<file path="config.mk">
export PLATFORM = sky130hd
export DESIGN_NAME = unidade_busca
export DESIGN_NICKNAME = d
export VERILOG_FILES = /design/src/rtl/unidade_busca.sv
export SDC_FILE = /design/constraint.sdc
export NUM_CORES = 1
export LEC_CHECK = 0
export CAP_MARGIN = 0
export CORE_MARGIN = 2
export CORE_UTILIZATION = 50
export DETAILED_ROUTE_END_ITERATION = 7
export GPL_TIMING_DRIVEN = 1
export PLACE_DENSITY = 0.84
export SKIP_LAST_GASP = 1
export SYNTH_ARGS = -nofsm -noshare
export SYNTH_HDL_FRONTEND = slang
export SYNTH_SLANG_ARGS = --single-unit
</file>
<file path="constraint.sdc">
create_clock -name Clk -period 6.9 [get_ports Clk]
set_input_delay 0.69 -clock Clk [delete_from_list [all_inputs] [get_ports Clk]]
set_output_delay 0.69 -clock Clk [all_outputs]
set_load 0.03 [all_outputs]
</file>
<file path="src/rtl/unidade_busca.sv">
// Instruction fetch unit: drives a synchronous-read instruction memory and
// presents a registered instruction, its PC and a valid flag to decode.
module unidade_busca #(
   parameter int                      LARGURA_END  = 10,
   parameter int                      LARGURA_DADO = 32,
   parameter logic [LARGURA_DADO-1:0] PALAVRA_FIM  = '0
) (
   input  logic                    Clk,
   input  logic                    Reset,
   input  logic                    stall,
   input  logic                    desvio,
   input  logic [LARGURA_END-1:0]  alvo_desvio,
   input  logic [LARGURA_DADO-1:0] instr_mem,
   output logic [LARGURA_END-1:0]  endereco,
   output logic [LARGURA_DADO-1:0] instrucao,
   output logic [LARGURA_END-1:0]  pc_instr,
   output logic                    valido,
   output logic                    fim,
   output logic [15:0]             contador
);

   typedef enum logic [1:0] {INICIO, BUSCA, FIM} estado_t;

   estado_t                 estado_q, estado_d;
   logic [LARGURA_END-1:0]  pc_q, pc_d;
   logic [LARGURA_END-1:0]  pc_resp_q, pc_resp_d;
   logic [LARGURA_DADO-1:0] instrucao_q, instrucao_d;
   logic [LARGURA_END-1:0]  pc_instr_q, pc_instr_d;
   logic                    valido_q, valido_d;
   logic                    fim_q, fim_d;
   logic [15:0]             contador_q, contador_d;

   logic [LARGURA_END-1:0]  pc_inc;
   logic [LARGURA_END-1:0]  alvo_inc;

   assign pc_inc   = pc_q + LARGURA_END'(1);
   assign alvo_inc = alvo_desvio + LARGURA_END'(1);

   // Re-issuing pc_resp while frozen keeps instr_mem showing the same word.
   always_comb begin
      endereco = pc_q;
      if (desvio) begin
         endereco = alvo_desvio;
      end else if (estado_q == FIM || (estado_q == BUSCA && stall)) begin
         endereco = pc_resp_q;
      end
   end

   always_comb begin
      estado_d    = estado_q;
      pc_d        = pc_q;
      pc_resp_d   = pc_resp_q;
      instrucao_d = instrucao_q;
      pc_instr_d  = pc_instr_q;
      valido_d    = valido_q;
      fim_d       = fim_q;
      contador_d  = contador_q;

      if (desvio) begin
         // Redirect beats stall and terminator; the word in flight is wrong-path.
         pc_resp_d = alvo_desvio;
         pc_d      = alvo_inc;
         valido_d  = 1'b0;
         fim_d     = 1'b0;
         estado_d  = BUSCA;
      end else begin
         case (estado_q)
            INICIO: begin
               pc_resp_d = pc_q;
               pc_d      = pc_inc;
               valido_d  = 1'b0;
               estado_d  = BUSCA;
            end
            BUSCA: begin
               if (stall) begin
                  estado_d = BUSCA;
               end else if (instr_mem == PALAVRA_FIM) begin
                  valido_d = 1'b0;
                  fim_d    = 1'b1;
                  estado_d = FIM;
               end else begin
                  instrucao_d = instr_mem;
                  pc_instr_d  = pc_resp_q;
                  valido_d    = 1'b1;
                  pc_resp_d   = pc_q;
                  pc_d        = pc_inc;
                  if (contador_q != 16'hFFFF) begin
                     contador_d = contador_q + 16'd1;
                  end
               end
            end
            FIM: begin
               valido_d = 1'b0;
            end
            default: begin
               estado_d = INICIO;
            end
         endcase
      end
   end

   always_ff @(posedge Clk or posedge Reset) begin
      if (Reset) begin
         estado_q    <= INICIO;
         pc_q        <= '0;
         pc_resp_q   <= '0;
         instrucao_q <= '0;
         pc_instr_q  <= '0;
         valido_q    <= 1'b0;
         fim_q       <= 1'b0;
         contador_q  <= '0;
      end else begin
         estado_q    <= estado_d;
         pc_q        <= pc_d;
         pc_resp_q   <= pc_resp_d;
         instrucao_q <= instrucao_d;
         pc_instr_q  <= pc_instr_d;
         valido_q    <= valido_d;
         fim_q       <= fim_d;
         contador_q  <= contador_d;
      end
   end

   assign instrucao = instrucao_q;
   assign pc_instr  = pc_instr_q;
   assign valido    = valido_q;
   assign fim       = fim_q;
   assign contador  = contador_q;

endmodule

</file>
==> results by group, run 1 <==
Synth
  • FFs w/ async S/R, synth: 100%
  • Main synth FF type: dfrtp_1
  • FF+latch count, synth: a little over 80
  • Post-synth EDFFs: 0
  • Gate Count Post-Synth: ~350
  • Seq/Total Area, Yosys: between 50% and 60%
  • Syn Area/Cell: approximately 11 um^2
  • Mapped Area: ~0.0039 mm^2
  • Synth unique cells: 38
  • Syn_nets: slightly below 400
  • Synthesis Warnings: 0

GRT
  • Largest net degree at the start of global routing: 83
  • Total track usage: between 20 and 25%
  • Initial antenna violation count: 0
  • M1 GR Usage: 29.3%
  • Grt ovf: 0
  • Most used routing layer: met2
  • GR Util met3: around 5.7%
  • Met2 track demand over resource: between 30% and 40%
  • Vias in the first global route: just over 3000
  • First-pass GRT wire length: ~15 mm

STA
  • Final Max Slew Viols: 0
  • Worst-Margin Slew: about 1.0 ns
  • Fin Clk Skew: 0.0119 ns
  • Setup TNS: 0 ns
  • Fin Hold WS: 0.495 ns
  • Fin crit share: 55.1%
  • Minimum clock period: 3.80 ns
  • F_max: 263 MHz
  • Max_slew headroom: between 30% and 40%
  • Final setup viols: 0
  • Final Hold Fails: 0
  • RSZ-0062 raised after global routing: false

Final layout
  • Fin cells: about 570
  • N_diodes: 0
  • Final net count: 507
  • Share of cells above drive strength 1: 15.5%
  • P&R area growth vs syn: 37.8%

Clock tree
  • CTS Sinks: just over 80
  • H-tree depth: 3
  • Worst-path clk slew: approximately 0.080 ns
  • Clk buf depth: 2
  • TritonCTS clock tree: done
  • Root Buffer: clkbuf_8
  • Skew-Pair Late Insertion Delay: about 0.35 ns
  • Total CTS buffers: 9
  • Cts hold-fix bufs: 0
  • Post-CTS setup buffers: 0
  • Post-CTS Resized: 0

Floorplan
  • Initial core utilization: about half
  • Core area: between 0.007 and 0.008 mm^2
  • DIE WIDTH: 92.4 um
  • Row count: 32
  • Die ar.: around 0.0085 mm^2
  • Top Ports: approximately 120
  • Die Ht: between 90 and 100 um

Place
  • GPL Wtd Cong: between 0.8 and 0.9
  • Port Buffer Count: around 120
  • Placed cells: 550
  • Post-DP HPWL: ~6.4 mm

Hold path
  • Hold WC Path Type: flip-flop to flip-flop
  • HP Start: pc_instr[5]

Setup path
  • Worst setup EP type: output pin
  • Worst setup SP type: primary input
  • Crit path kind: primary input to output pin
  • Worst EP required: 6.21 ns
  • Worst Path Max Fanout: 48
  • RR Startpoint: estado_q[1]
  • CP startpoint: desvio
  • Arr. time, crit path: 3.11 ns

Power
  • Worst IR Drop VDD: between 0.0001 and 0.00015 V
  • PwrDens: about 270 mW/mm^2
  • Pwr Total: about 0.0015 W
  • Leakage power: 2.21 nW

Detailed routing
  • Total wire length: between 9 and 10 mm
  • Initial DRT Pass Iterations: 4
  • DRT iter0 DRCs: around 150
  • Via density: around 5.4
  • DRC Markers: 0
  • WL per Instance: 16.0 um
  • Antenna-violating nets left: 0
  • Via count: between 3000 and 4000

Status
  • Run status: completed

Job
  • Max Cap Viol: 0
==> per-layer routing <==
metal  vias up  routed length [um]  share of wire (%)
li1       1446                   -                  -
met1      1483                3980                 44
met2       110                4330                 48
met3        15                 582                6.4
met4         0                 157                1.7
met5         -                   0                  0
==> layout by cell type, fill, tap and decap left out, drive strengths merged, types with 3 or more instances in the layout <==
cell and count:
a21boi 3, a21oi 32, and3 4, and4 3
buf 3, bufinv 3, clkbuf 10, clkdlybuf4s50 115
dfrtp 82, inv 7, mux2 45, mux2i 13
nand2 29, nand3 9, nand3b 4, nand4 6
nor2 15, nor4 8, o21ai 20, xnor2 26
xor2 5
==> power breakdown <==
part,switching [W],leakage [nW],internal [W],total [W]
Sequential,0.0000588,0.992,0.000552,0.000611
Clock,0.000176,0.113,0.000242,0.000418
Combinational,0.000242,1.10,0.000205,0.000447
==> sequential cells by signal (all words and copies together) (netlist names) <==
name       count
pc_resp_q     10
estado_q       2
fim            1
pc_instr      10
contador      16
pc_q          10
valido         1
instrucao     32
==> worst paths after layout <==
check / depth (start not counted) / slack, ns / endpoint
worst max-delay path: 5 / 3.10 / endereco[2]
worst min-delay path: 2 / 0.49 / pc_instr[5]
worst max register to register: 5 / 4.35 / contador[1]
worst min register to register: 2 / 0.49 / pc_instr[5]
max in group asynchronous: 3 / 5.29 / instrucao[19]
min in group asynchronous: 3 / 0.98 / instrucao[9]
==> cell type report <==
| cell class | instances | area (um^2) |
|---|---|---|
| flip-flops and latches | 82 | 2050 |
| fillers | 566 | 2260 |
| inverters | 8 | 31.3 |
| well taps | 102 | 128 |
| clock inverters | 6 | 114 |
| repair buffers | 118 | 1170 |
| multi-input cells | 240 | 1760 |
| clock buffers | 10 | 128 |
==> cell usage after synthesis (2+ instances only) <==
library cell / number / area (um^2)
nand2_1: 29 / 109
nor4_1: 8 / 50.1
xor2_1: 5 / 43.8
and4_1: 3 / 26.3
ha_1: 2 / 25.0
dfrtp_1: 82 / 2050
a21oi_1: 30 / 150
o21ai_1: 4 / 20.0
buf_2: 9 / 45.0
nor3_1: 2 / 10.0
inv_1: 7 / 26.3
clkbuf_1: 5 / 18.8
nor2_1: 14 / 52.6
mux2i_1: 13 / 130
nand4_1: 6 / 37.5
or3_4: 2 / 22.5
mux2_2: 45 / 507
a21oi_2: 2 / 17.5
o21ai_0: 16 / 80.1
xnor2_1: 26 / 228
nand3_1: 9 / 45.0
nand2b_1: 2 / 12.5
nand3b_1: 4 / 30.0
and3_1: 4 / 25.0
a211o_1: 2 / 17.5
a21boi_0: 3 / 22.5
==> logic make-up after synthesis <==
logic type / after synthesis / share of synthesized area (%)
mux: 58 / 16.3
fa+ha+maj: 2 / 0.641
flops: 82 / 52.5
xor+xnor: 31 / 6.95
simple gates: 90 / 12.5
buf+inv: 24 / 2.79
compound gates: 59 / 8.33
==> worst max-delay path, stage by stage <==
cell             delay [ns]
clkdlybuf4s50_1        0.45
buf_4                  0.38
clkinv_1               0.51
a21oi_1                0.35
clkdlybuf4s50_1        0.71
==> through the flow <==
| stage | cell area (um^2) | setup slack (ns) | utilization (%) |
|---|---|---|---|
| after CTS | 5380 | 3.13 | 70.4 |
| final | 5380 | 3.10 | 70.4 |
| after detailed placement | 5140 | 3.01 | 67.2 |
| after global routing | 5380 | 2.96 | 70.4 |
| after global placement | 5140 | 3.16 | 67.2 |
| after floorplan | 3910 | 4.10 | - |
Note: power is estimated with default switching activity, not from simulation.
==> run 2, diff against run 1 <==
--- a/config.mk
+++ b/config.mk
@@ -7,10 +7,10 @@
 export LEC_CHECK = 0
 export CAP_MARGIN = 0
 export CORE_MARGIN = 2
-export CORE_UTILIZATION = 50
+export CORE_UTILIZATION = 47
 export DETAILED_ROUTE_END_ITERATION = 7
 export GPL_TIMING_DRIVEN = 1
-export PLACE_DENSITY = 0.84
+export PLACE_DENSITY = 0.8
 export SKIP_LAST_GASP = 1
 export SYNTH_ARGS = -nofsm -noshare
 export SYNTH_HDL_FRONTEND = slang
==> constraint.sdc (replaced) <==
create_clock -name Clk -period 3.5 [get_ports Clk]
set_input_delay 0.35 -clock Clk [delete_from_list [all_inputs] [get_ports Clk]]
set_output_delay 0.35 -clock Clk [all_outputs]
set_load 0.03 [all_outputs]
==> results by group, run 2 (synthesized netlist as in run 1, its figures left out) <==
Status
  • Run status: completed

STA
  • Final Max Slew Viols: 0 (unchanged)
  • Final Hold Fails: 0 (unchanged)
  • Minimum clock period: ~2.9 ns
  • Final setup viols: 0 (unchanged)
  • RSZ-0062 raised after global routing: false
  • Fin crit share: roughly four fifths
  • F_max: 349 MHz
  • Worst-Margin Slew: 0.764 ns (-0.245 ns)
  • Setup TNS: 0 ns (unchanged)
  • Final WS setup: 0.632 ns (-2.46 ns)
  • Fin Clk Skew: 0.0151 ns (+0.00320 ns)
  • Max_slew headroom: 49.0% (+16 points)
  • Fin Hold WS: 0.444 ns (-0.0507 ns)

Place
  • Port Buffer Count: 115 (unchanged)
  • Setup slack at placement: 0.657 ns (-2.36 ns)
  • GPL Wtd Cong: 0.908 (+6.5%)
  • Post-DP HPWL: 6.82 mm (+6.2%)

GRT
  • Vias in the first global route: 2883 (-7.1%)
  • Total track usage: 20.5% (-1.7 points)
  • Largest net degree at the start of global routing: 46 (-45%)
  • Grt ovf: 0 (unchanged)
  • First-pass GRT wire length: 14.3 mm (-4.4%)
  • Initial antenna violation count: 0 (unchanged)

Detailed routing
  • Total wire length: 9.03 mm (-0.22%)
  • Initial DRT Pass Iterations: 4 (unchanged)
  • Via count: 3065 (+0.36%)
  • Antenna-violating nets left: 0 (unchanged)
  • Via density: 5.35 (-0.87%)
  • DRC Markers: 0 (unchanged)
  • DRT iter0 DRCs: 131 (-14%)
  • WL per Instance: 15.8 um (-1.4%)

Floorplan
  • Initial core utilization: 48.0% (-3.1 points)
  • Die ar.: 0.00906 mm^2 (+6.1%)
  • DIE WIDTH: 95.2 um (+3.0%)
  • Row count: 33 (+3.1%)
  • Die Ht: 95.2 um (+3.0%)
  • Core area: 0.00813 mm^2 (+6.4%)
  • Top Ports: 116 (unchanged)

Final layout
  • Number of flip-flops under the largest register name: 32 (unchanged)
  • Fill count: 608 (+7.4%)
  • Commonest non-fill, non-tap cells in the layout: clkdlybuf4s50_1, dfrtp_1, mux2_2
  • Most common cell after layout, fill and taps aside: clkdlybuf4s50_1
  • Share of cells above drive strength 1: 17.9% (+2.4 points)
  • P&R area growth vs syn: 36.6%
  • N_diodes: 0 (unchanged)
  • Final net count: 511 (+0.79%)

Clock tree
  • Post-CTS Resized: 0 (unchanged)
  • Post-CTS setup buffers: 0 (unchanged)
  • Root Buffer: clkbuf_8
  • Cts hold-fix bufs: 0 (unchanged)
  • CTS Sinks: 82 (unchanged)
  • Skew-Pair Late Insertion Delay: 0.35 ns (about the same)
  • H-tree depth: 3 (unchanged)
  • Total CTS buffers: 9 (unchanged)
  • Worst-path clk slew: 0.08 ns (about the same)
  • TritonCTS clock tree: done
  • Clk buf depth: 2 (unchanged)

Setup path
  • CP bufs+invs: 2 (-2)
  • CP cell instances: clkdlybuf4s50_1 > nand3b_1 > nand2_1 > a21oi_1 > o21ai_0 > clkdlybuf4s50_1
  • Crit path kind: primary input to output pin
  • Worst setup EP type: output pin
  • Highest-delay cell along the critical path: clkdlybuf4s50_1
  • Worst Path Max Fanout: 12 (-75%)
  • Delay of the slowest critical-path stage: 0.70 ns (about the same)
  • Worst EP required: 3.15 ns (-3.06 ns)
  • Worst setup SP type: primary input
  • Delay-heaviest family, CP: buffers and inverters
  • Worst path most repeated cell: clkdlybuf4s50_1
  • Arr. time, crit path: 2.52 ns (-0.59 ns)

Power
  • PwrDens: 507 mW/mm^2 (+85%)
  • Leakage power: 2.20 nW (-0.29%)
  • Pwr Total: 0.00271 W (+83%)
  • Worst IR Drop VDD: 0.000259 V (+73%)

Job
  • Max Cap Viol: 0 (unchanged)

Hold path
  • Hold WC Path Type: primary input to async pin
-- run 2: cell count changes in the layout (fill, tap and decap cells not counted), sizes merged --
cell           previous run  this run
bufinv                    3         0
clkinv                    2         4
buf                       3        14
clkdlybuf4s50           115       108
clkinvlp                  2         3
inv                       7         8
clkbuf                   10         9
-- run 2: worst paths after layout --
check / from / end / slack, ns / cells after the start
setup reg to reg: estado_q[1] / contador[1] / 1.36 / 4
min in group Clk: contador[12] / contador[12] / 0.50 / 1
hold / removal: Reset / instrucao[6] / 0.44 / 2
hold reg to reg: contador[12] / contador[12] / 0.50 / 1
setup / recovery: stall / endereco[0] / 0.63 / 6
max in group asynchronous: Reset / contador[0] / 2.31 / 3
-- run 2: power breakdown --
group          total, W  switching (W)  internal, W
Clock          0.000619       0.000357     0.000262
Sequential      0.00120       0.000113      0.00109
Combinational  0.000885       0.000482     0.000403
-- run 2: layout make-up --
type	count	area, um^2	area share (%)
Inverter	8	31.3	0.586
Timing Repair Buffer	122	1190	22.2
Multi-Input combinational cell	240	1760	32.9
Clock inverter	7	53.8	1.01
Clock buffer	9	124	2.32
Tap cell	105	131	2.46
Sequential cell	82	2050	38.5
-- run 2: layer usage --
metal  wire, um  share of wire (%)  GRT usage [%]
met5          0                  0              0
met2       4220                 47           32.0
met4        141                1.6           7.37
met3        504                5.6           3.56
met1       4160                 46           28.9
-- run 2: through the flow --
stage / utilization (%) / std cells / instance area, um^2
after global routing: 65.6 / 573 / 5340
after floorplan: - / 346 / 3910
after global placement: 63.4 / 557 / 5160
after CTS: 65.6 / 573 / 5340
after detailed placement: 63.4 / 557 / 5160
final: 65.6 / 573 / 5340
==> run 3, diff against run 2 <==
--- a/config.mk
+++ b/config.mk
@@ -7,10 +7,10 @@
 export LEC_CHECK = 0
 export CAP_MARGIN = 0
 export CORE_MARGIN = 2
-export CORE_UTILIZATION = 47
+export CORE_UTILIZATION = 43
 export DETAILED_ROUTE_END_ITERATION = 7
 export GPL_TIMING_DRIVEN = 1
-export PLACE_DENSITY = 0.8
+export PLACE_DENSITY = 0.77
 export SKIP_LAST_GASP = 1
 export SYNTH_ARGS = -nofsm -noshare
 export SYNTH_HDL_FRONTEND = slang
==> constraint.sdc (replaced) <==
create_clock -name Clk -period 2.39 [get_ports Clk]
set_input_delay 0.239 -clock Clk [delete_from_list [all_inputs] [get_ports Clk]]
set_output_delay 0.239 -clock Clk [all_outputs]
set_load 0.03 [all_outputs]
==> results by group, run 3 (synthesized netlist as in run 1, its figures left out) <==
Final layout
  • Final Util: 63.5% (-2.0 points)
  • Share of cells above drive strength 1: 22.6% (+4.7 points)
  • Number of flip-flops under the largest register name: 32 (unchanged)
  • Most common cell after layout, fill and taps aside: clkdlybuf4s50_1
  • Commonest non-fill, non-tap cells in the layout: clkdlybuf4s50_1, dfrtp_1, mux2_2
  • P&R area growth vs syn: 42.6%
  • N_diodes: 0 (unchanged)
  • Final net count: 534 (+4.5%)
  • Fill count: 703 (+16%)
  • Finished Cell Area: 0.00557 mm^2 (+4.4%)

STA
  • Fin Hold WS: 0.164 ns (-0.281 ns)
  • Final Hold Fails: 0 (unchanged)
  • Worst-Margin Slew: 0.426 ns (-0.338 ns)
  • F_max: roughly 470 MHz
  • Max_slew headroom: 71.5% (+22 points)
  • Final setup viols: 0 (unchanged)
  • Final Max Slew Viols: 0 (unchanged)
  • Fin crit share: 89.2%
  • Fin Clk Skew: 0.00939 ns (-0.00567 ns)
  • RSZ-0062 raised after global routing: false
  • Final WS setup: 0.258 ns (-0.375 ns)
  • Minimum clock period: ~2.1 ns

Setup path
  • Worst setup SP type: primary input
  • Worst Path Max Fanout: 4 (-8)
  • Delay of the slowest critical-path stage: 0.43 ns (-0.27 ns)
  • CP cell instances: clkdlybuf4s50_1 > nor4_2 > buf_4 > nand4_1 > buf_4 > o21ai_1 > nand2_1 > nor2_2 > mux2_2
  • CP bufs+invs: 3 (+1)
  • Worst EP required: 2.62 ns (-0.53 ns)
  • Crit path kind: primary input to flip-flop
  • Worst path most repeated cell: buf_4
  • Delay-heaviest family, CP: buffers and inverters
  • Highest-delay cell along the critical path: clkdlybuf4s50_1
  • Arr. time, crit path: 2.36 ns (-0.16 ns)
  • Worst setup EP type: flip-flop

Detailed routing
  • WL per Instance: 15.8 um (about the same)
  • DRC Markers: 0 (unchanged)
  • DRT iter0 DRCs: 138 (+5.3%)
  • Initial DRT Pass Iterations: 5 (+1)
  • Antenna-violating nets left: 0 (unchanged)
  • Via count: 3119 (+1.8%)
  • Via density: 5.21 (-2.7%)
  • Total wire length: 9.45 mm (+4.6%)

Place
  • Cell Area, Placed: 0.00535 mm^2 (+3.8%)
  • Setup slack at placement: -0.102 ns (-0.758 ns)
  • Port Buffer Count: 115 (unchanged)
  • Post-DP HPWL: 7.02 mm (+3.0%)
  • GPL Wtd Cong: 0.802 (-12%)

Floorplan
  • DIE WIDTH: 99.3 um (+4.4%)
  • Top Ports: 116 (unchanged)
  • Core area: 0.00876 mm^2 (+7.7%)
  • Initial core utilization: 44.6% (-3.4 points)
  • Die Ht: 99.3 um (+4.4%)
  • Row count: 34 (+3.0%)
  • Die ar.: 0.00986 mm^2 (+8.9%)

Hold path
  • Hold WC Path Type: primary input to async pin

GRT
  • Largest net degree at the start of global routing: 68 (+48%)
  • Total track usage: 19.8% (-0.70 points)
  • First-pass GRT wire length: 15.7 mm (+9.3%)
  • Grt ovf: 0 (unchanged)
  • Vias in the first global route: 3169 (+9.9%)
  • Initial antenna violation count: 0 (unchanged)

Status
  • Run status: completed

Clock tree
  • Post-CTS setup buffers: 0 (unchanged)
  • H-tree depth: 3 (unchanged)
  • Worst-path clk slew: 0.08 ns (about the same)
  • CTS Sinks: 82 (unchanged)
  • Root Buffer: clkbuf_8
  • Clk buf depth: 2 (unchanged)
  • Total CTS buffers: 9 (unchanged)
  • Skew-Pair Late Insertion Delay: 0.34 ns (about the same)
  • TritonCTS clock tree: done

Power
  • PwrDens: 744 mW/mm^2 (+47%)
  • Switching part of the total power: 33.5% (-1.6 points)
  • Clock Power Share: 25.4% (+2.5 points)
  • Worst IR Drop VDD: 0.000392 V (+51%)
  • Gate power share: 31.9% (-0.8 points)
  • Pwr Total: 0.00414 W (+53%)
  • Sw power: 0.00139 W (+46%)
  • Leakage power: 2.35 nW (+6.7%)
  • Seq pwr share: 42.7% (-1.7 points)
  • Internal power: 0.00275 W (+57%)

Job
  • Max Cap Viol: 0 (unchanged)
## run 3: timing repair
action                     CTS  global route
hold buffers                 0             0
setup endpoints to repair    0             6
resized for setup            0             1
## run 3: through the flow
step | instances | setup TNS, ns
2_1_floorplan | 346 | 0
3_3_place_gp | 583 | -2.34
3_5_place_dp | 583 | -3.46
4_1_cts | 599 | 0
5_1_grt | 599 | 0
6_report | 599 | 0
## run 3: final cells by class
cell class	count	area, um^2	area share, %
inverter	8	31.3	0.562
tap	108	135	2.43
multi-input combinational	240	1760	31.7
clock inverter	5	60.1	1.08
timing repair buffer	145	1380	24.7
clock buffer	11	151	2.72
sequential	82	2050	36.8
## run 3: worst paths after layout
path	end	cells past startpoint	slack, ns	from
setup / recovery	pc_resp_q[1]	9	0.26	instr_mem[0]
hold / removal	pc_instr[9]	2	0.16	Reset
setup reg to reg	contador[12]	7	0.45	contador[8]
hold reg to reg	pc_instr[5]	2	0.48	pc_instr[5]
max in group asynchronous	pc_resp_q[5]	3	1.58	Reset
min in group Clk	pc_instr[5]	2	0.48	pc_instr[5]
## run 3: routing by layer
metal | track usage, % | routed length (um) | vias up
met5 | 0 | 0 | -
met2 | 31.1 | 4520 | 110
met1 | 27.4 | 4320 | 1491
li1 | - | - | 1504
met3 | 3.30 | 467 | 14
met4 | 8.22 | 144 | 0
## run 3: power groups by stage
stage / Sequential (W) / Clock [W] / Combinational [W]
3_5_place_dp: 0.00179 / 0 / 0.00133
3_3_place_gp: 0.00178 / 0 / 0.00131
5_1_grt: 0.00180 / 0.00113 / 0.00141
6_report: 0.00177 / 0.00105 / 0.00132
2_1_floorplan: 0.00209 / 0 / 0.000423
4_1_cts: 0.00177 / 0.00108 / 0.00134
